## config.mk

```make
export PLATFORM = sky130hd
export DESIGN_NAME = debug_uart_tx
export DESIGN_NICKNAME = d
export VERILOG_FILES = /design/src/rtl/debug_uart_tx.sv
export SDC_FILE = /design/constraint.sdc
export NUM_CORES = 1
export LEC_CHECK = 0
export BUFFER_PORTS_ARGS = -buffer_cell sky130_fd_sc_hd__clkbuf_2
export CAP_MARGIN = 20
export CORE_AREA = 5 5 95 119
export DETAILED_ROUTE_END_ITERATION = 12
export DIE_AREA = 0 0 100 124
export RECOVER_POWER = 25
export SLEW_MARGIN = 20
export SYNTH_ARGS = -nofsm -noshare
export SYNTH_HDL_FRONTEND = slang
export SYNTH_SLANG_ARGS = --single-unit
export TNS_END_PERCENT = 100
```

## constraint.sdc

```tcl
create_clock -name clk -period 3.3 [get_ports clk]
set_input_delay 0.66 -clock clk [delete_from_list [all_inputs] [get_ports clk]]
set_output_delay 0.66 -clock clk [all_outputs]
set_load 0.01 [all_outputs]
```

## src/rtl/debug_uart_tx.sv

```systemverilog
// debug_uart_tx: 8N1 UART framer for the seven CPU debug ports; define DEBUG_TX_CHECKSUM_EN to append an XOR checksum byte
module debug_uart_tx #(
  parameter int         CLKS_PER_BIT = 434,
  parameter logic [7:0] SYNC_BYTE    = 8'hA5
) (
  input  logic       clk,
  input  logic       reset,
  input  logic       start,
  input  logic [7:0] debug_port1,
  input  logic [7:0] debug_port2,
  input  logic [7:0] debug_port3,
  input  logic [7:0] debug_port4,
  input  logic [7:0] debug_port5,
  input  logic [7:0] debug_port6,
  input  logic [7:0] debug_port7,
  output logic       tx,
  output logic       busy,
  output logic       done
);
  localparam int TW = $clog2(CLKS_PER_BIT);
  localparam logic [1:0] S_IDLE  = 2'd0;
  localparam logic [1:0] S_START = 2'd1;
  localparam logic [1:0] S_DATA  = 2'd2;
  localparam logic [1:0] S_STOP  = 2'd3;
`ifdef DEBUG_TX_CHECKSUM_EN
  localparam logic [3:0] LAST = 4'd8;
`else
  localparam logic [3:0] LAST = 4'd7;
`endif
  logic [1:0]    r_state;
  logic [TW-1:0] r_timer;
  logic [2:0]    r_bit_idx;
  logic [3:0]    r_byte_idx;
  logic [7:0]    r_shift;
  logic [55:0]   r_snap;
  logic          r_tx;
  logic          r_busy;
  logic          r_done;
  logic          w_bit_end;
  logic [63:0]   w_frame;
  logic [7:0]    w_next_byte;
  assign w_bit_end = r_timer == TW'(CLKS_PER_BIT - 1);
`ifdef DEBUG_TX_CHECKSUM_EN
  assign w_frame = {r_snap[7:0] ^ r_snap[15:8] ^ r_snap[23:16] ^ r_snap[31:24] ^
                    r_snap[39:32] ^ r_snap[47:40] ^ r_snap[55:48], r_snap};
`else
  assign w_frame = {8'h00, r_snap};
`endif
  // byte after frame position r_byte_idx: port bytes live at snapshot index r_byte_idx, checksum above them
  assign w_next_byte = w_frame[{r_byte_idx[2:0], 3'b000} +: 8];
  assign tx   = r_tx;
  assign busy = r_busy;
  assign done = r_done;
  // tx is registered with the level of the bit that starts on this edge, so it changes exactly at bit boundaries
  always_ff @(posedge clk) begin
    if (reset) begin
      r_state    <= S_IDLE;
      r_timer    <= '0;
      r_bit_idx  <= '0;
      r_byte_idx <= '0;
      r_shift    <= '0;
      r_snap     <= '0;
      r_tx       <= 1'b1;
      r_busy     <= 1'b0;
      r_done     <= 1'b0;
    end else begin
      r_done <= 1'b0;
      if (r_state == S_IDLE) begin
        r_timer <= '0;
        if (start) begin
          r_snap     <= {debug_port7, debug_port6, debug_port5, debug_port4,
                         debug_port3, debug_port2, debug_port1};
          r_byte_idx <= '0;
          r_shift    <= SYNC_BYTE;
          r_state    <= S_START;
          r_tx       <= 1'b0;
          r_busy     <= 1'b1;
        end
      end else if (!w_bit_end) begin
        r_timer <= r_timer + TW'(1);
      end else begin
        r_timer <= '0;
        case (r_state)
          S_START: begin
            r_state   <= S_DATA;
            r_bit_idx <= '0;
            r_tx      <= r_shift[0];
          end
          S_DATA: begin
            r_bit_idx <= r_bit_idx + 3'd1;
            r_state   <= (r_bit_idx == 3'd7) ? S_STOP : S_DATA;
            r_tx      <= (r_bit_idx == 3'd7) ? 1'b1 : r_shift[r_bit_idx + 3'd1];
          end
          default: begin
            if (r_byte_idx < LAST) begin
              r_byte_idx <= r_byte_idx + 4'd1;
              r_shift    <= w_next_byte;
              r_state    <= S_START;
              r_tx       <= 1'b0;
            end else begin
              r_state <= S_IDLE;
              r_tx    <= 1'b1;
              r_busy  <= 1'b0;
              r_done  <= 1'b1;
            end
          end
        endcase
      end
    end
  end
endmodule

```

# == After elaboration in Yosys (flattened, before gate mapping) ==
# Cells that the tools add are included.
# word_totals
ff_bits,85
in_bits,59
output_inout_bits,3
word_cells,66
# op_classes
reduce_logical,12
n_bitwise,2
order_cmp,2
add_sub_neg,3
n_eq_ne,7
mux,30
shift,1
# ops
cell,count
64-bit by 7-bit variable part select with 8-bit output,1
8-bit two-way mux,5
4-bit two-way mux,5
1-bit two-way mux,13
9-bit by 1-bit adder with 9-bit output (second input constant),1
9-bit equality test (second input constant),1
4-bit AND reduction,2
2-bit two-way mux,3
3-bit case mux with 2 select lines,1
2-bit nonzero test,3
5-bit OR reduction,1
4-bit by 1-bit adder with 4-bit output (second input constant),1
3-bit by 4-bit < comparator with 1-bit output (second input constant),1
4-bit by 3-bit < comparator with 1-bit output (second input constant),1
2-bit != test (second input constant),2
2-bit case mux with 2 select lines,1
2-bit AND reduction,2
3-bit by 1-bit adder with 3-bit output (second input constant),1
1-bit binary-select mux with 3-bit select,1
3-bit equality test (second input constant),1
3-bit AND reduction,1
3-bit OR reduction,1
2-bit by 1-bit equality test with 1-bit output (second input constant),1
2-bit equality test (second input constant),1
5 further kinds,6

# == Logic depth before layout (Yosys ltp) ==
# depth
word_depth,7
depth_mapped,8
ltp_nobuf,7

# == Least setup slack after synthesis ==
# No wires, ideal clock.
# synth_path
path_kind,reg2reg
start,register r_state[0]
end,register r_byte_idx[0]
arrival_ns,1.754
path_buffers,1
path_slack_ns,1.418
path_stages_with_launch,8
period_less_slack_ns,1.882
required_ns,3.172
setup_time_ns,0.128
path_cell_list,dfxtp_1 > inv_1 > ha_1 > or4_4 > o21ai_4 > buf_6 > mux2i_1 > nor2_1
# synth_between
elab_chain_len,4
word_cells_on_any_way,10
cone_classes,eq/ne (4); mux (1); reduce/logical (5)
# synth_lines
element,line,source
from (decl),30,logic [1:0] r_state;
from (signal assigned),91,r_state <= (r_bit_idx == 3'd7) ? S_STOP : S_DATA;
2-bit equality test / 2-bit by 1-bit equality test with 1-bit output (equally long branches),83,case (r_state)
2-bit OR reduction (no source line),n/a,
2-bit by 1-bit != test with 1-bit output (no source line),n/a,
4-bit AND reduction (no source line),n/a,
to (signal assigned),96,r_byte_idx <= r_byte_idx + 4'd1;
to (decl),33,logic [3:0] r_byte_idx;
# Several ways; a longest one is shown, not always the timed one.
# A chain may end at the register's enable or synchronous reset.

# == Worst setup path in the final report ==
# layout_path
start,register r_state[0]
end,register r_snap[26]
# layout_between
elab_chain_len,2
# layout_lines
element,line,source
2-bit zero test,68,if (r_state == S_IDLE) begin
2-bit AND reduction (no source line),n/a,
to (signal assigned),71,"r_snap <= {debug_port7, debug_port6, debug_port5, debug_port4,"
to (decl),35,logic [55:0] r_snap;
# Every way passes these cells.

==> flow_metrics.tcl <==
set metrics [dict create \
    syn_area_mm2 0.00371 \
    period_minus_slack_ns 2.21 \
    max_slew_margin_pct 31.8 \
    fin_skew_ns 0.00697 \
    synth_cell_types 41 \
    wl_per_cell_um 13.8 \
    grt_usage_pct 14.3 \
    htreeDepth 3 \
    cts_resized 0 \
    grt_antenna_before_repair 0 \
    p_per_area_mw_per_mm2 541 \
    crit_start "r_state[0]" \
    leakage_nw 1.61 \
    first_iter_violations 121 \
    cts.sinks 85 \
    hold_violations 0 \
    vdd.ir_drop.worst_uv 293 \
    grt_pass1_wl_um 14000 \
    die_w_um 100 \
    grt_setup_unrepaired "no" \
    portBuffers 61 \
    critPathArrivalTime_ns 2.48 \
    worstPathRequired_ns 3.57 \
    syn_inst 432 \
    grt_pass1_vias 2996 \
    finalNetCount 546 \
    max_freq_ghz 0.453 \
    setup_ws_ns 1.09 \
    grt_max_degree 61 \
    avgSynthCellArea_um2 8.58 \
    drc_errors 0 \
    worstMarginPinSlew_ns 1.02 \
    clkTransAtPathRegs_ns 0.06 \
    syn2layout_area_growth_pct 16.6 \
    fin_tns_setup_ns 0 \
    hp-class "register to register" \
    worst_setup_path_start_kind "register" \
    maxSlewViolCount 0 \
    hpwl_um 6100 \
    path_class "register to register" \
    seq_area_frac_synth_pct 45.9 \
    cts_tree "yes" \
    status "complete, no violations" \
    ant_nets 0 \
    die_h_um 124 \
    vias_per_cell 4.97 \
    vias 3047 \
    hp-start "r_snap[48]" \
    drive_gt1_share_pct 20.0 \
    clock_latency_ns 0.34 \
    clockRootBuffer "clkbuf_16" \
    r2r-start "r_state[0]" \
    cts_buffer_depth 2 \
    initial_core_util_pct 37.1 \
    n_antenna_cell 0 \
    cp_max_fo 57 \
    synth_fp_nets 499 \
    overflow 0 \
    cts-buffers-inserted 9 \
    core_region_area_mm2 0.0100 \
    die_area_mm2 0.0124 \
    io_pins 62 \
    gp_routability_congestion 0.822 \
    ys_seq_elements 85 \
    rows 41 \
    ctsHoldBuffers 0 \
    first_pass_iters 4 \
    post_cts_buffers 0 \
    setup_viol 0 \
    routed_wl_um 8490 \
    yosys_warnings 0 \
    end_kind "register" \
    dp_slack_ns 1.22 \
    finalCritPeriodShare_pct 66.9 \
    drv_cap 0 \
]
## per-stage QoR
step           total power, mW  area, um2  hold slack (ns)  cells  util, %
5_1_grt                   2.45       4330            0.475    613     43.2
3_3_place_gp              1.43       4060            0.440    597     40.6
3_5_place_dp              1.43       4060            0.446    597     40.6
2_1_floorplan             1.34       3710            0.429    432        -
6_report                  2.34       4330            0.452    613     43.2
4_1_cts                   2.37       4340            0.455    613     43.4
## cells in the final DEF (no fill, tap or decap), types with 3 or more instances in the layout
cell type / count
inv_1: 3
o211ai_1: 6
clkinvlp_4: 3
a21oi_1: 64
nor3_1: 4
dfxtp_1: 85
o21ai_0: 10
nand2b_1: 3
nor2_1: 21
ha_1: 8
xor2_1: 3
nand3_1: 7
a311oi_1: 6
mux2i_1: 12
xnor2_1: 4
o32ai_1: 3
clkbuf_1: 4
nand2_1: 131
mux4_2: 9
clkbuf_16: 9
buf_4: 5
clkbuf_2: 59
## critical path, cell delays in order, from the launching register on
cell and delay, ns:
dfxtp_1 0.31, inv_1 0.10, ha_1 0.36, and2_2 0.21, clkbuf_2 0.76, nand2_1 0.21, a21oi_1 0.17
## layer usage
| layer | up-vias | wire (um) | part of all wire [%] | GRT usage (%) |
|---|---|---|---|---|
| li1 | 1573 | - | - | - |
| met1 | 1396 | 3660 | 43 | 17.3 |
| met2 | 64 | 4340 | 51 | 24.5 |
| met3 | 14 | 299 | 3.5 | 2.35 |
| met4 | 0 | 195 | 2.3 | 7.41 |
| met5 | - | 0 | 0 | 0 |
## cell usage after synthesis
| cell | count | area, um2 |
|---|---|---|
| clkbuf_1 | 18 | 67.6 |
| buf_2 | 2 | 10.0 |
| a21oi_1 | 64 | 320 |
| buf_1 | 6 | 22.5 |
| xor2_1 | 3 | 26.3 |
| o21ai_0 | 10 | 50.1 |
| buf_6 | 1 | 11.3 |
| nor4_4 | 1 | 21.3 |
| nor4_1 | 1 | 6.26 |
| o32ai_1 | 3 | 26.3 |
| or3_1 | 1 | 6.26 |
| o21ai_4 | 1 | 16.3 |
| a311oi_1 | 6 | 52.6 |
| nor2_1 | 21 | 78.8 |
| a31oi_1 | 1 | 6.26 |
| mux4_2 | 9 | 203 |
| nand4_1 | 2 | 12.5 |
| mux2i_1 | 12 | 120 |
| a41oi_1 | 1 | 8.76 |
| or2_2 | 1 | 6.26 |
| a21o_2 | 1 | 8.76 |
| or2b_2 | 1 | 8.76 |
| clkbuf_8 | 4 | 55.1 |
| nand3_1 | 7 | 35.0 |
| or3_4 | 1 | 11.3 |
| nand2_1 | 132 | 495 |
| mux4_1 | 1 | 26.3 |
| nand4b_1 | 1 | 8.76 |
| nor3_1 | 4 | 20.0 |
| or4_4 | 1 | 11.3 |
| nand2b_1 | 3 | 18.8 |
| and2_0 | 1 | 6.26 |
| ha_1 | 8 | 100 |
| o211ai_1 | 6 | 45.0 |
| mux2_2 | 1 | 11.3 |
| and3_1 | 2 | 12.5 |
| nand3b_1 | 1 | 7.51 |
| nor2b_1 | 1 | 6.26 |
| dfxtp_1 | 85 | 1700 |
| inv_1 | 3 | 11.3 |
| xnor2_1 | 4 | 35.0 |
## flip-flops by register name, summed over array words and instances, names as in the netlist
name and count:
r_snap 56, done 1, busy 1, tx 1, r_shift 8, r_timer 9, r_bit_idx 3, r_byte_idx 4
r_state 2
## cell type report
class	instances	area, um2
well taps	129	161
multi-input cells	313	1830
clock inverters	5	36.3
inverters	3	11.3
fillers	1024	5680
repair buffers	67	344
flip-flops and latches	85	1700
clock buffers	11	243
## kinds of logic (layout without fill, tap and decap cells)
family                     Yosys count  count (layout)  share of synthesized area [%]
buffers and inverters               34              86                           4.79
DFF                                 85              85                           45.9
xor gates and xnor gates             7               7                           1.65
and+or+nand+nor                    182             182                           20.9
adders and majority gates            8               8                           2.70
AOI/OAI and AO/OA                   93              93                           14.4
muxes                               23              23                           9.72
## where the power goes
| group | switching, mW | total, mW | internal (mW) |
|---|---|---|---|
| clock | 0.405 | 0.935 | 0.530 |
| sequential | 0.0373 | 1.13 | 1.09 |
| combinational | 0.166 | 0.276 | 0.110 |
## final timing paths
path,to,slack [ns],cells past startpoint
hold / removal,r_snap[48],0.45,2
hold reg to reg,r_snap[48],0.45,2
setup / recovery,r_snap[26],1.09,6
setup reg to reg,r_snap[26],1.09,6
Power figures use the tool's default switching activity.
